--- config.mk ---
export PLATFORM = sky130hd
export DESIGN_NAME = load_line_merger
export DESIGN_NICKNAME = d
export VERILOG_FILES = /design/src/rtl/load_line_merger.sv
export SDC_FILE = /design/constraint.sdc
export NUM_CORES = 1
export LEC_CHECK = 0
export CAP_MARGIN = 10
export CORE_ASPECT_RATIO = 0.6
export CORE_MARGIN = 2
export CORE_UTILIZATION = 45
export DETAILED_ROUTE_END_ITERATION = 6
export PLACE_DENSITY = 0.73
export SLEW_MARGIN = 20
export SYNTH_ARGS = -nofsm -noshare
export SYNTH_HDL_FRONTEND = slang
export SYNTH_SLANG_ARGS = --single-unit
export TNS_END_PERCENT = 30
--- constraint.sdc ---
create_clock -name clk -period 2.5 [get_ports clk]
set_input_delay 0.5 -clock clk [delete_from_list [all_inputs] [get_ports clk]]
set_output_delay 0.5 -clock clk [all_outputs]
set_load 0.1 [all_outputs]
--- src/rtl/load_line_merger.sv ---
// Unaligned-load line merger: stitches consecutive byte-rotated 16-byte lines into aligned
// 16-byte words. Optional stall counter is enabled with `define LOAD_LINE_MERGER_STATS_EN.
module load_line_merger #(
    parameter int LEN_W = 8
) (
    input  logic             clk,
    input  logic             rst_n,
    input  logic             start,
    input  logic [3:0]       start_off,
    input  logic [LEN_W-1:0] start_len,
    output logic             busy,
    input  logic             in_valid,
    output logic             in_ready,
    input  logic [127:0]     in_data,
    output logic             out_valid,
    input  logic             out_ready,
    output logic [127:0]     out_data,
    output logic             out_last,
    output logic [1:0]       dbg_state
`ifdef LOAD_LINE_MERGER_STATS_EN
    ,
    output logic [15:0]      stall_cnt
`endif
);

    // Handshakes: a transfer happens on a rising clk edge where valid && ready; a source
    // holds data stable while valid=1 and ready=0, and ready never depends on valid.
    typedef enum logic [1:0] {
        S_IDLE   = 2'd0,
        S_PRIME  = 2'd1,
        S_STREAM = 2'd2
    } state_t;

    state_t           state, state_nxt;
    logic [3:0]       off_q;
    logic [LEN_W-1:0] words_left;
    logic [127:0]     hold_q;
    logic [127:0]     out_data_q;
    logic             out_valid_q;
    logic             out_last_q;
    logic             start_acc;
    logic             in_hs;
    logic             out_hs;
    logic [127:0]     low_mask;
    logic [127:0]     merged;

    always_ff @(posedge clk or negedge rst_n) begin
        if (!rst_n) state <= S_IDLE;
        else        state <= state_nxt;
    end

    always_comb begin
        state_nxt = state;
        in_ready  = 1'b0;
        start_acc = 1'b0;
        case (state)
            S_IDLE: begin
                if (start && (start_len != '0)) begin
                    start_acc = 1'b1;
                    state_nxt = (start_off != 4'd0) ? S_PRIME : S_STREAM;
                end
            end
            S_PRIME: begin
                in_ready = 1'b1;
                if (in_valid) state_nxt = S_STREAM;
            end
            S_STREAM: begin
                in_ready = (!out_valid_q || out_ready) && (words_left != '0);
                if (out_valid_q && out_ready && out_last_q) state_nxt = S_IDLE;
            end
            default: state_nxt = S_IDLE;
        endcase
    end

    assign in_hs  = in_valid && in_ready;
    assign out_hs = out_valid_q && out_ready;

    // The low 16-off bytes come from the held line, the rest from the newly arrived line.
    assign low_mask = {128{1'b1}} >> {off_q, 3'b000};
    assign merged   = (off_q == 4'd0) ? in_data : ((hold_q & low_mask) | (in_data & ~low_mask));

    always_ff @(posedge clk or negedge rst_n) begin
        if (!rst_n) begin
            off_q       <= 4'd0;
            words_left  <= '0;
            hold_q      <= '0;
            out_data_q  <= '0;
            out_valid_q <= 1'b0;
            out_last_q  <= 1'b0;
        end else begin
            if (start_acc) begin
                off_q      <= start_off;
                words_left <= start_len;
            end
            if (in_hs && (state == S_PRIME)) begin
                hold_q <= in_data;
            end else if (in_hs && (state == S_STREAM)) begin
                hold_q      <= in_data;
                out_data_q  <= merged;
                out_valid_q <= 1'b1;
                out_last_q  <= (words_left == LEN_W'(1));
                words_left  <= words_left - LEN_W'(1);
            end else if (out_hs) begin
                out_valid_q <= 1'b0;
                out_last_q  <= 1'b0;
            end
        end
    end

`ifdef LOAD_LINE_MERGER_STATS_EN
    always_ff @(posedge clk or negedge rst_n) begin
        if (!rst_n)                                                   stall_cnt <= 16'd0;
        else if (start_acc)                                           stall_cnt <= 16'd0;
        else if (out_valid_q && !out_ready && (stall_cnt != 16'hFFFF)) stall_cnt <= stall_cnt + 16'd1;
    end
`endif

    assign busy      = (state != S_IDLE);
    assign out_valid = out_valid_q;
    assign out_data  = out_data_q;
    assign out_last  = out_last_q;
    assign dbg_state = state;

endmodule

---- Word-level counts from Yosys, hierarchy flattened ----
Index checks and enable logic that the tools add are counted.
word-level totals
  register bits after elaboration ......... 272
  latch bits .............................. 0
  memories kept ........................... 0
  output and inout bits ................... 134
  word-level logic and storage cells ...... 57
  bits in read-only memories .............. 0
  RAM bits ................................ 0
cells by class
  divide/modulo/power cells ............... 0
  mux-type cells .......................... 17
  reductions and logical operators ........ 20
  shifts and indexed selects .............. 1
  $add $sub $neg .......................... 1
  order comparisons ....................... 0
  bitwise gates (word level) .............. 5
  equality and inequality tests ........... 6
  $mul .................................... 0
operator list
  operator                 count
  $mux 128                 3
  $and 128x128->128        2
  $not 128->128            1
  $or 128x128->128         1
  $shr 128x7->128 const A  1
  $mux 8                   3
  $reduce_bool 8->1        2
  $eq 8x1->1 const B       1
  $mux 2                   4
  $sub 8x1->8 const B      1
  $logic_and 1x1->1        7
  $ne 2x2->1 const B       3
  $pmux 2 s3               1
  $reduce_bool 2->1        3
  $mux 1                   5
  $logic_not 4->1          1
  $reduce_and 2->1         2
  $reduce_bool 4->1        1
  $reduce_and 3->1         1
  $eq 2x1->1 const B       1
  $eq 2x2->1 const B       1
  $logic_not 2->1          1
  $pmux 1 s2               1
  $logic_not 1->1          1
  other kinds (2)          2

---- Longest topological paths before layout ----
Gate-level depths: netlist (run 1).
  depth after elaboration ................. 8
  depth in mapped cells ................... 10
  gate-level depth less buffers ........... 7

---- Least setup slack after synthesis (run 1) ----
Ideal clock, no wire load.
  path type ............................... reg2out
  start point ............................. register state[1], in the netlist dbg_state[1]
  end point ............................... output port in_ready
  slack ................................... -871 ps
  stages on the path, launching flop included .. 5
  path buffers ............................ 0
  data arrival time ....................... 2871 ps
  cells stage by stage .................... dfrtp_1 ha_1 nor2b_1 a21oi_2 nor2b_1
on the way
  longest elaborated chain between the ends .. 2
  elaborated cells on any way between the ends .. 3
  those cells by class .................... 2 x eq/ne; 1 x mux
ends and longest elaborated chain
  item                                      RTL line  RTL
  from (decl)                               34        state_t state, state_nxt;
  from (signal assigned)                    49        else state <= state_nxt;
  $eq 2x2->1 or $eq 2x1->1 (tied branches)  56        case (state)
  $pmux 1 s2 *                              56
  to (decl)                                 13        output logic in_ready,
Every way passes the cells marked *; elsewhere a longest branch is shown, timed or not.

---- Worst setup path after layout (run 1) ----
  start point ............................. register words_left[4]
  end point ............................... output port in_ready
on the way
  longest elaborated chain between the ends .. 3
ends and longest elaborated chain
  item                    RTL line  RTL
  from (decl)             36        logic [LEN_W-1:0] words_left;
  from (signal assigned)  93        words_left <= start_len;
  from (signal assigned)  102       words_left <= words_left - LEN_W'(1);
  $reduce_bool 8->1       68        in_ready = (!out_valid_q || out_ready) && (words_left != '0);
  $logic_and 1x1->1       68
  $pmux 1 s2              56
No other way between the ends.

==> results of run 1 <==
==> worst register-to-register path: cells and delay by family (launching register included) <==
kind	cells	cell delay, ps
buffers and inverters	3	430
DFF	1	400
adders and majority gates	1	340
and+or+nand+nor	2	300
AOI/OAI and AO/OA	2	660
==> worst max path at each step <==
stage	startpoint	endpoint	slack, ps	cells past startpoint
after global placement	out_ready	hold_q[88]$_DFFE_PN0P_	100	8
after detailed placement	out_ready	hold_q[86]$_DFFE_PN0P_	90	8
after floorplan	dbg_state[1]$_DFFE_PN0P_	out_data[114]$_DFFE_PN0P_	20	10
final	words_left[4]$_DFF_PN0_	in_ready	140	5
after global routing	words_left[0]$_DFF_PN0_	in_ready	30	7
after CTS	dbg_state[0]$_DFFE_PN0P_	in_ready	7	7
==> flip-flops by register name, indices dropped and copies added, names as in the netlist <==
signal,cells
out_last,1
hold_q,120
out_data,128
out_valid,1
off_q,4
dbg_state,2
words_left,8
==> synthesized netlist by cell type, types with 2 or more instances <==
| library cell | number |
|---|---|
| a21boi_0 | 2 |
| a21oi_1 | 4 |
| a21oi_2 | 2 |
| a221o_1 | 4 |
| a22oi_1 | 2 |
| a31oi_1 | 8 |
| buf_2 | 10 |
| buf_4 | 5 |
| buf_6 | 23 |
| clkbuf_1 | 13 |
| dfrtp_1 | 264 |
| ha_1 | 5 |
| inv_1 | 5 |
| mux2_2 | 23 |
| mux2_4 | 101 |
| mux2i_1 | 112 |
| nand2_1 | 169 |
| nand2_2 | 4 |
| nand3_1 | 4 |
| nor2_1 | 16 |
| nor2b_1 | 5 |
| nor3_1 | 4 |
| nor3_2 | 2 |
| o21ai_0 | 97 |
| o21ai_1 | 27 |
| o21ai_2 | 2 |
| o31ai_1 | 2 |
| or4_1 | 4 |
==> cell type report <==
type | count | area [µm²] | area share [%]
multi-input combinational | 625 | 4970 | 31.4
sequential | 264 | 6610 | 41.8
clock buffer | 33 | 716 | 4.52
clock inverter | 7 | 46.3 | 0.293
tap | 360 | 450 | 2.85
inverter | 5 | 18.8 | 0.119
timing repair buffer | 330 | 3020 | 19.1
==> per-layer routing <==
layer  vias to the layer above  part of all wire (%)  track usage, %
met1                      4111                    50            31.9
met2                       237                    41            30.0
li1                       3905                     -               -
met4                         0                   1.7            3.83
met3                        41                   7.1            5.83
met5                         -                     0               0
==> through the flow <==
| step | hold slack, ps | util (%) |
|---|---|---|
| after floorplan | 204 | - |
| after global placement | 463 | 57.3 |
| after detailed placement | 464 | 57.3 |
| after CTS | 479 | 60.4 |
| after global routing | 494 | 60.4 |
| final | 477 | 60.4 |
==> cell families (layout without fill, tap and decap cells) <==
| group | count (synthesis) | after routing | synth area share, % |
|---|---|---|---|
| muxes | 236 | 236 | 24.3 |
| DFF | 264 | 264 | 55.5 |
| buffers and inverters | 56 | 375 | 3.48 |
| xor gates and xnor gates | 2 | 2 | 0.210 |
| adders and majority gates | 5 | 5 | 0.525 |
| and+or+nand+nor | 224 | 224 | 8.44 |
| AOI/OAI and AO/OA | 158 | 158 | 7.54 |
==> what timing repair did <==
action / 4_1_cts / 5_1_grt
hold buffers: 1 / 0
cloned: 0 / 0
hold endpoints to repair: 41 / 0
resized for setup: 10 / 1
endpoints found under the setup margin: 1 / 1
pin swaps: 1 / 1
setup buffers: 2 / 1
==> results by group, run 1 <==
Status
  • Status: completed

Routing
  • Initial DRC count: 556
  • Total Wirelength: 29.5 mm
  • DR vias/cell: 5.11
  • Routed len/inst: 18.1 µm
  • DR vias: 8,294
  • Routed Antenna Nets: 0
  • Drt drc: 0
  • Initial DRT Pass Iterations: 6

Layout
  • Area growth syn-to-layout: 32.9%
  • Nets: 1,401
  • Total inserted antenna cells: 0
  • Layout cell share with drive strength beyond 1: 30.1%
  • Most used cells in the layout excluding fill and tap cells: dfrtp_1 (262), buf_4 (171), nand2_1 (169)
  • Fin area: 15,800 µm²
  • Commonest non-fill, non-tap cell in the layout: dfrtp_1
  • # fillers: 2,120
  • Non-filler cells, final: 1,624

Worst hold path
  • Worst Hold Endpoint: out_data[126]$_DFFE_PN0P_
  • Worst hold path type: reg2reg
  • Hold Path Stages: 2
  • Hold Crit Start: out_data[126]$_DFFE_PN0P_

Worst setup path
  • End of the worst register-to-register path: words_left[3]$_DFF_PN0_
  • R2R setup slack: 270 ps
  • CP max stage cell: dfrtp_1
  • CP Capture Type: primary output
  • Family with the most delay on the worst path: simple AND/OR/NAND/NOR gates
  • Critical Path RT: 2000 ps
  • Worst Path Buf+Inv: 1
  • Critical path arrival: 1860 ps
  • Crit path kind: reg2out
  • CP Cell Sequence: nor4_4, nand2_2, a21oi_4, nor2b_4, buf_12
  • CP peak stage delay: 460 ps
  • Worst R2R Start: dbg_state[1]$_DFFE_PN0P_
  • Crit start category: register
  • Cell count of the worst reg-to-reg path: 8
  • Worst-path fanout max: 6

Die
  • Starting Density: 45.5%
  • Die height: 130 µm
  • Die extent in x: 214 µm
  • Ports: 279
  • Die footprint: 27,800 µm²
  • Core area: 26,200 µm²
  • Row count: 46

Timing
  • Sum of negative setup slack: 0 ps
  • Min Tclk post-route: 2360 ps
  • Tightest Pin Transition: 759 ps
  • Clock skew: 10.3 ps
  • Final max-slew violation count: 0
  • RSZ-0062 raised after global routing: false
  • Crit share post-route: 94.5%
  • Max Freq: 423 MHz
  • Final hold viol count: 0
  • Fin worst setup slack: 138 ps
  • Setup-failing EPs final: 0
  • Rel. slew slack: 49.4%

Clock tree
  • Max Root-Sink Buffers: 3
  • Skew-Pair Late Insertion Delay: 520 ps
  • CTS tree: yes
  • CTS Sinks: 264
  • H-tree levels: 1
  • CTS Buf Count: 25
  • Clock root cell: clkbuf_16
  • Clock-pin slew on the worst setup and hold paths: 70 ps

GRT
  • First-pass GRT wire length: 46.3 mm
  • Initial antenna violation count: 1
  • Largest net degree at the start of global routing: 79
  • GR Overflow Total: 0
  • Vias in the first global route: 8,201
  • All-Layer GR Usage: 21.0%

Placement
  • Dpl cells: 1,581
  • Final HPWL DP: 21.3 mm
  • Placed inst area: 15,000 µm²
  • Placer Congestion: 0.984
  • Port Buffer Count: 278
  • Pre-CTS WS: 94.2 ps

Synth
  • #FFs+latches synth: 264
  • YS warnings: 0
  • Ranking of synthesized cells by area: dfrtp_1 (55%), mux2_4 (13%), mux2i_1 (9.4%), nand2_1 (5.3%), o21ai_0 (4.1%)
  • Sequential cell area fraction in the yosys report: 55.5%
  • Cell Area, Synth: 11,900 µm²
  • EDFF count, synth: 0
  • Cells after synthesis: 945
  • Syn Area/Cell: 12.6 µm²
  • Async S/R FF share, synth: 100%
  • Yosys cell types: 54
  • Synth Net Count: 1,095
  • Leading area contributor after synthesis: dfrtp_1
  • Ys flop type: dfrtp_1
  • Top cell type's share of synthesized area: 55.5%

Run
  • Max Cap Violations: 0
Power of run 1 is left out: the tool's default activity adds up to more than one toggle a clock period on the data nets, which glitch-free logic cannot reach.
==> run 2: changes to the inputs <==
CAP_MARGIN = unset   (was 10)
REMOVE_ABC_BUFFERS = 1   (was unset)
SLEW_MARGIN = unset   (was 20)
==> run 2 against run 1 <==
Effect of this change: critical path depth increased by 2; final cell count increased by 0.31%; setup slack got worse by 65 ps; sequential cell count unchanged; sequential share of layout area decreased by 0.43 points; non-clock buffer count decreased by 2; utilization increased by 0.60 points; via count decreased by 1.2%; count of clock-buffer cells in the layout increased by 1.
==> results by group, run 2 (synthesized netlist as in run 1, its figures left out) <==
GRT
  • Largest net degree at the start of global routing: 70 (-11%)
  • First-pass GRT wire length: 46.8 mm (+1.1%)
  • All-Layer GR Usage: 21.0% (+0.072 points)
  • GR Overflow Total: 0 (unchanged)
  • Vias in the first global route: 8,449 (+3.0%)
  • Initial antenna violation count: 1 (unchanged)

Worst setup path
  • CP Cell Sequence: inv_1, ha_4, nor3b_4, nand2_2, a21oi_4, nor2b_4, buf_12
  • CP Capture Type: primary output
  • Family with the most delay on the worst path: flip-flops
  • Critical Path Start: words_left[0]$_DFF_PN0_
  • Critical Path RT: 2000 ps (about the same)
  • CP max stage cell: dfrtp_1
  • Crit path kind: reg2out
  • Worst path depth: 7 (+2)
  • Critical path arrival: 1930 ps (+70 ps)
  • Worst R2R Start: dbg_state[0]$_DFFE_PN0P_
  • Worst Path Buf+Inv: 2 (+1)
  • CP peak stage delay: 400 ps (-60 ps)
  • Crit start category: register
  • Cell count of the worst reg-to-reg path: 7 (-1)
  • Worst-path fanout max: 4 (-2)

Die
  • Die height: 130 µm (unchanged)
  • Ports: 279 (unchanged)
  • Die extent in x: 214 µm (unchanged)
  • Core area: 26,200 µm² (unchanged)
  • Starting Density: 45.5% (unchanged)
  • Die footprint: 27,800 µm² (unchanged)
  • Row count: 46 (unchanged)

Clock tree
  • CTS Sinks: 264 (unchanged)
  • CTS Buf Count: 26 (+4.0%)
  • H-tree levels: 1 (unchanged)
  • Clock-pin slew on the worst setup and hold paths: 60 ps (about the same)
  • Max Root-Sink Buffers: 3 (unchanged)
  • Clock root cell: clkbuf_16
  • Skew-Pair Late Insertion Delay: 530 ps (about the same)
  • CTS tree: yes

Routing
  • Initial DRC count: 494 (-11%)
  • Drt drc: 0 (unchanged)
  • Initial DRT Pass Iterations: 4 (-2)
  • DR vias/cell: 5.03 (-1.5%)
  • DR vias: 8,198 (-1.2%)
  • Routed Antenna Nets: 0 (unchanged)
  • Routed len/inst: 18.0 µm (-1.0%)
  • Total Wirelength: 29.3 mm (-0.71%)

Timing
  • Tightest Pin Transition: 808 ps (+49.5 ps)
  • Final max-slew violation count: 0 (unchanged)
  • Clock skew: 13.7 ps (+3.47 ps)
  • Min Tclk post-route: 2430 ps (+65.2 ps)
  • Final hold viol count: 0 (unchanged)
  • Max Freq: 412 MHz (-2.7%)
  • Sum of negative setup slack: 0 ps (unchanged)
  • Fin worst setup slack: 72.3 ps (-65.2 ps)
  • Crit share post-route: 97.1% (+2.6 points)
  • Rel. slew slack: 46.1% (-3.3 points)
  • Setup-failing EPs final: 0 (unchanged)

Placement
  • Placer Congestion: 0.841 (-15%)
  • Port Buffer Count: 278 (unchanged)
  • Pre-CTS WS: 18.1 ps (-76.1 ps)
  • Final HPWL DP: 20.6 mm (-3.4%)

Worst hold path
  • Hold Crit Start: out_data[123]$_DFFE_PN0P_
  • Worst hold path type: reg2reg
  • Hold Path Stages: 2 (unchanged)

Layout
  • Layout cell share with drive strength beyond 1: 29.8% (-0.31 points)
  • Most used cells in the layout excluding fill and tap cells: dfrtp_1 (264), nand2_1 (169), buf_4 (166)
  • Area growth syn-to-layout: 34.2%
  • Nets: 1,400 (-0.071%)
  • Max reg flops: 128 (unchanged)
  • Commonest non-fill, non-tap cell in the layout: dfrtp_1

Status
  • Status: completed

Run
  • Max Cap Violations: 0 (unchanged)
==> run 2: changes by cell type in the layout (fill, tap and decap cells not counted), sizes merged <==
cell	before	now
buf	186	184
bufinv	0	4
clkbuf	33	34
clkinv	4	5
clkinvlp	3	2
diode	0	2
==> run 2: cell type report <==
class                      instances  area, µm²
antenna                            2       5.00
clock buffer                      34        732
clock inverter                    11        168
fill                            2039      10200
inverter                           5       18.8
multi-input combinational        625       4960
sequential                       264       6610
tap                              360        450
timing repair buffer             328       3040
==> run 2: worst paths after layout <==
kind                                        endpoint  slack [ps]
setup / recovery                            in_ready          70
hold / removal             out_data[123]$_DFFE_PN0P_         480
setup reg to reg             words_left[4]$_DFF_PN0_         180
hold reg to reg            out_data[123]$_DFFE_PN0P_         480
max in group asynchronous   out_data[72]$_DFFE_PN0P_        1230
min in group asynchronous  out_data[121]$_DFFE_PN0P_         540
==> run 2: layer usage <==
metal / routed length (µm) / global-route usage, % / part of all wire (%) / up-vias
li1: - / - / - / 3922
met1: 14100 / 30.5 / 48 / 4020
met4: 452 / 4.20 / 1.5 / 0
met5: 0 / 0 / 0 / -
met3: 2590 / 8.02 / 8.9 / 37
met2: 12100 / 30.1 / 41 / 219
==> run 2: tightest hold or removal path, cell delays in order (launching register included) <==
cell     delay, ps
dfrtp_1        340
nand2_1         50
nand2_1         60
==> run 2: repair_timing <==
item | in CTS | in global routing
setup buffers | 1 | 2
hold buffers | 1 | 0
endpoints found under the hold margin | 63 | 0
gates resized for setup | 4 | 7
setup endpoints to repair | 1 | 1
pin swaps | 1 | 2
==> run 2: through the flow <==
step           cell area [µm²]  std cells  hold WS (ps)  util (%)
2_1_floorplan            11500        894           204         -
3_3_place_gp             15000       1578           460      57.3
3_5_place_dp             15000       1578           466      57.3
4_1_cts                  15900       1625           475      60.9
5_1_grt                  16000       1627           502      61.0
6_report                 16000       1629           479      61.0
Power of run 2 is left out for the same reason.
==> run 3: changes to the inputs <==
CAP_MARGIN = 15   (was unset)
SETUP_SLACK_MARGIN = 0.3   (was unset)
==> run 3 against run 2 <==
Effect of this change: first-iteration DRC count up 2.2%; maximum frequency up 3.6%; sequential cell count unchanged; via count up 0.77%; hold slack about the same; critical endpoint unchanged.
==> results by group, run 3 (synthesized netlist as in run 1, its figures left out) <==
Status
  • Status: completed

GRT
  • Largest net degree at the start of global routing: 70 (unchanged)
  • Vias in the first global route: 8,516 (+0.79%)
  • All-Layer GR Usage: 21.2% (+0.15 points)
  • Met2 Usage GRT: 30.3% (+0.17 points)
  • Most Crowded Layer GR: met1
  • Met3 Use GR: 8.09% (+0.070 points)
  • GR Overflow Total: 0 (unchanged)
  • GRT met1 Usage: 30.5% (+0.061 points)
  • First-pass GRT wire length: 47.1 mm (+0.65%)
  • Initial antenna violation count: 1 (unchanged)

Layout
  • Register area: 6610 µm² (about the same)
  • Max reg flops: 128 (unchanged)
  • Most used cells in the layout excluding fill and tap cells: dfrtp_1 (263), buf_4 (176), nand2_1 (168)
  • # fillers: 2,022 (-0.83%)
  • Non-filler cells, final: 1,640 (+0.68%)
  • Nets: 1,411 (+0.79%)
  • Commonest non-fill, non-tap cell in the layout: dfrtp_1
  • Layout cell share with drive strength beyond 1: 31.0% (+1.2 points)
  • Area of the multi-input gates: 4990 µm² (+0.68%)
  • Area growth syn-to-layout: 35.3%

Die
  • Die extent in x: 214 µm (unchanged)
  • Ports: 279 (unchanged)
  • Starting Density: 45.5% (unchanged)
  • Row count: 46 (unchanged)
  • Die footprint: 27,800 µm² (unchanged)
  • Core area: 26,200 µm² (unchanged)
  • Die height: 130 µm (unchanged)

Timing
  • Min Tclk post-route: 2340 ps (-84.9 ps)
  • Tightest Pin Transition: 811 ps (+2.83 ps)
  • Rel. slew slack: 45.9% (-0.19 points)
  • Crit share post-route: 93.7% (-3.4 points)
  • Max Freq: 427 MHz (+3.6%)
  • Final max-slew violation count: 0 (unchanged)
  • Clock skew: 16.1 ps (+2.35 ps)
  • Setup-failing EPs final: 0 (unchanged)
  • Final hold viol count: 0 (unchanged)
  • RSZ-0062 raised after global routing: true

Run
  • Max Cap Violations: 0 (unchanged)

Clock tree
  • Skew-Pair Late Insertion Delay: 540 ps (about the same)
  • Clock root cell: clkbuf_16
  • CTS Buf Count: 26 (unchanged)
  • Max Root-Sink Buffers: 3 (unchanged)
  • CTS Sinks: 264 (unchanged)
  • CTS tree: yes
  • H-tree levels: 1 (unchanged)
  • Clock-pin slew on the worst setup and hold paths: 60 ps (about the same)

Placement
  • Placer Congestion: 0.841 (unchanged)
  • Dpl cells: 1,578 (unchanged)
  • Final HPWL DP: 20.6 mm (unchanged)
  • Port Buffer Count: 278 (unchanged)

Worst setup path
  • Cell count of the worst reg-to-reg path: 8 (+1)
  • Crit start category: register
  • Crit path kind: reg2out
  • Critical path arrival: 1840 ps (-90 ps)
  • CP Capture Type: primary output
  • Worst-path fanout max: 4 (unchanged)
  • Critical Path RT: 2000 ps (about the same)

Routing
  • DR vias: 8,261 (+0.77%)
  • Initial DRT Pass Iterations: 4 (unchanged)
  • DR vias/cell: 5.04 (about the same)
  • Initial DRC count: 505 (+2.2%)
  • Drt drc: 0 (unchanged)
  • Routed Antenna Nets: 0 (unchanged)
  • Routed len/inst: 18.2 µm (+1.1%)
  • Total Wirelength: 29.8 mm (+1.8%)

Worst hold path
  • Worst hold path type: reg2reg
  • Hold Path Stages: 2 (unchanged)
run 3: cell count changes in the layout (fill, tap and decap cells not counted), moves of 2 or more:
cell / previous run / this run
ha_4: 1 / 4
buf_4: 166 / 176
inv_2: 1 / 4
inv_1: 4 / 1
ha_2: 2 / 0
run 3: area by class of cell:
class                      count  area share (%)
tap                          360            2.80
clock buffer                  34            4.54
inverter                       5           0.116
sequential                   264            41.0
antenna                        2          0.0311
timing repair buffer         339            19.5
clock inverter                11            1.04
multi-input combinational    625            31.0
run 3: worst paths after layout:
kind	start	end	slack [ps]
max reg2reg	dbg_state[0]$_DFFE_PN0P_	hold_q[75]$_DFFE_PN0P_	280
max	words_left[0]$_DFF_PN0_	in_ready	160
min in group asynchronous	rst_n	out_data[121]$_DFFE_PN0P_	540
max in group asynchronous	rst_n	out_data[72]$_DFFE_PN0P_	1230
min reg2reg	out_data[123]$_DFFE_PN0P_	out_data[123]$_DFFE_PN0P_	480
min	out_data[123]$_DFFE_PN0P_	out_data[123]$_DFFE_PN0P_	480
run 3: repair_timing:
item	in CTS	in global routing
setup endpoints to repair	15	198
resized for setup	16	7
pin swaps	4	3
hold buffers	1	0
buffers inserted	10	3
hold endpoints to repair	63	0
gates cloned	0	1
run 3: per-layer routing:
metal	part of all wire, %	vias to the layer above
li1	-	3944
met1	47	4036
met2	42	244
met5	0	-
met4	1.6	0
met3	9.3	37
run 3: critical path, stage by stage, from the launching register on:
cell     delay, ps
dfrtp_1        400
inv_2           80
ha_4           130
nor3b_4        200
nand2_2        100
a21oi_4        160
nor2b_2         70
buf_12         160
run 3: stage by stage:
stage	setup slack, ps	hold WS [ps]	cell area (µm²)	util (%)	setup TNS (ps)
floorplan	-7670	204	11500	-	-1112070
global placement	17.8	460	15000	57.3	0
detailed placement	18.1	466	15000	57.3	0
CTS	143	475	16000	61.3	0
global route	68.0	502	16100	61.5	0
finish	157	479	16100	61.5	0
Power of run 3 is left out for the same reason.
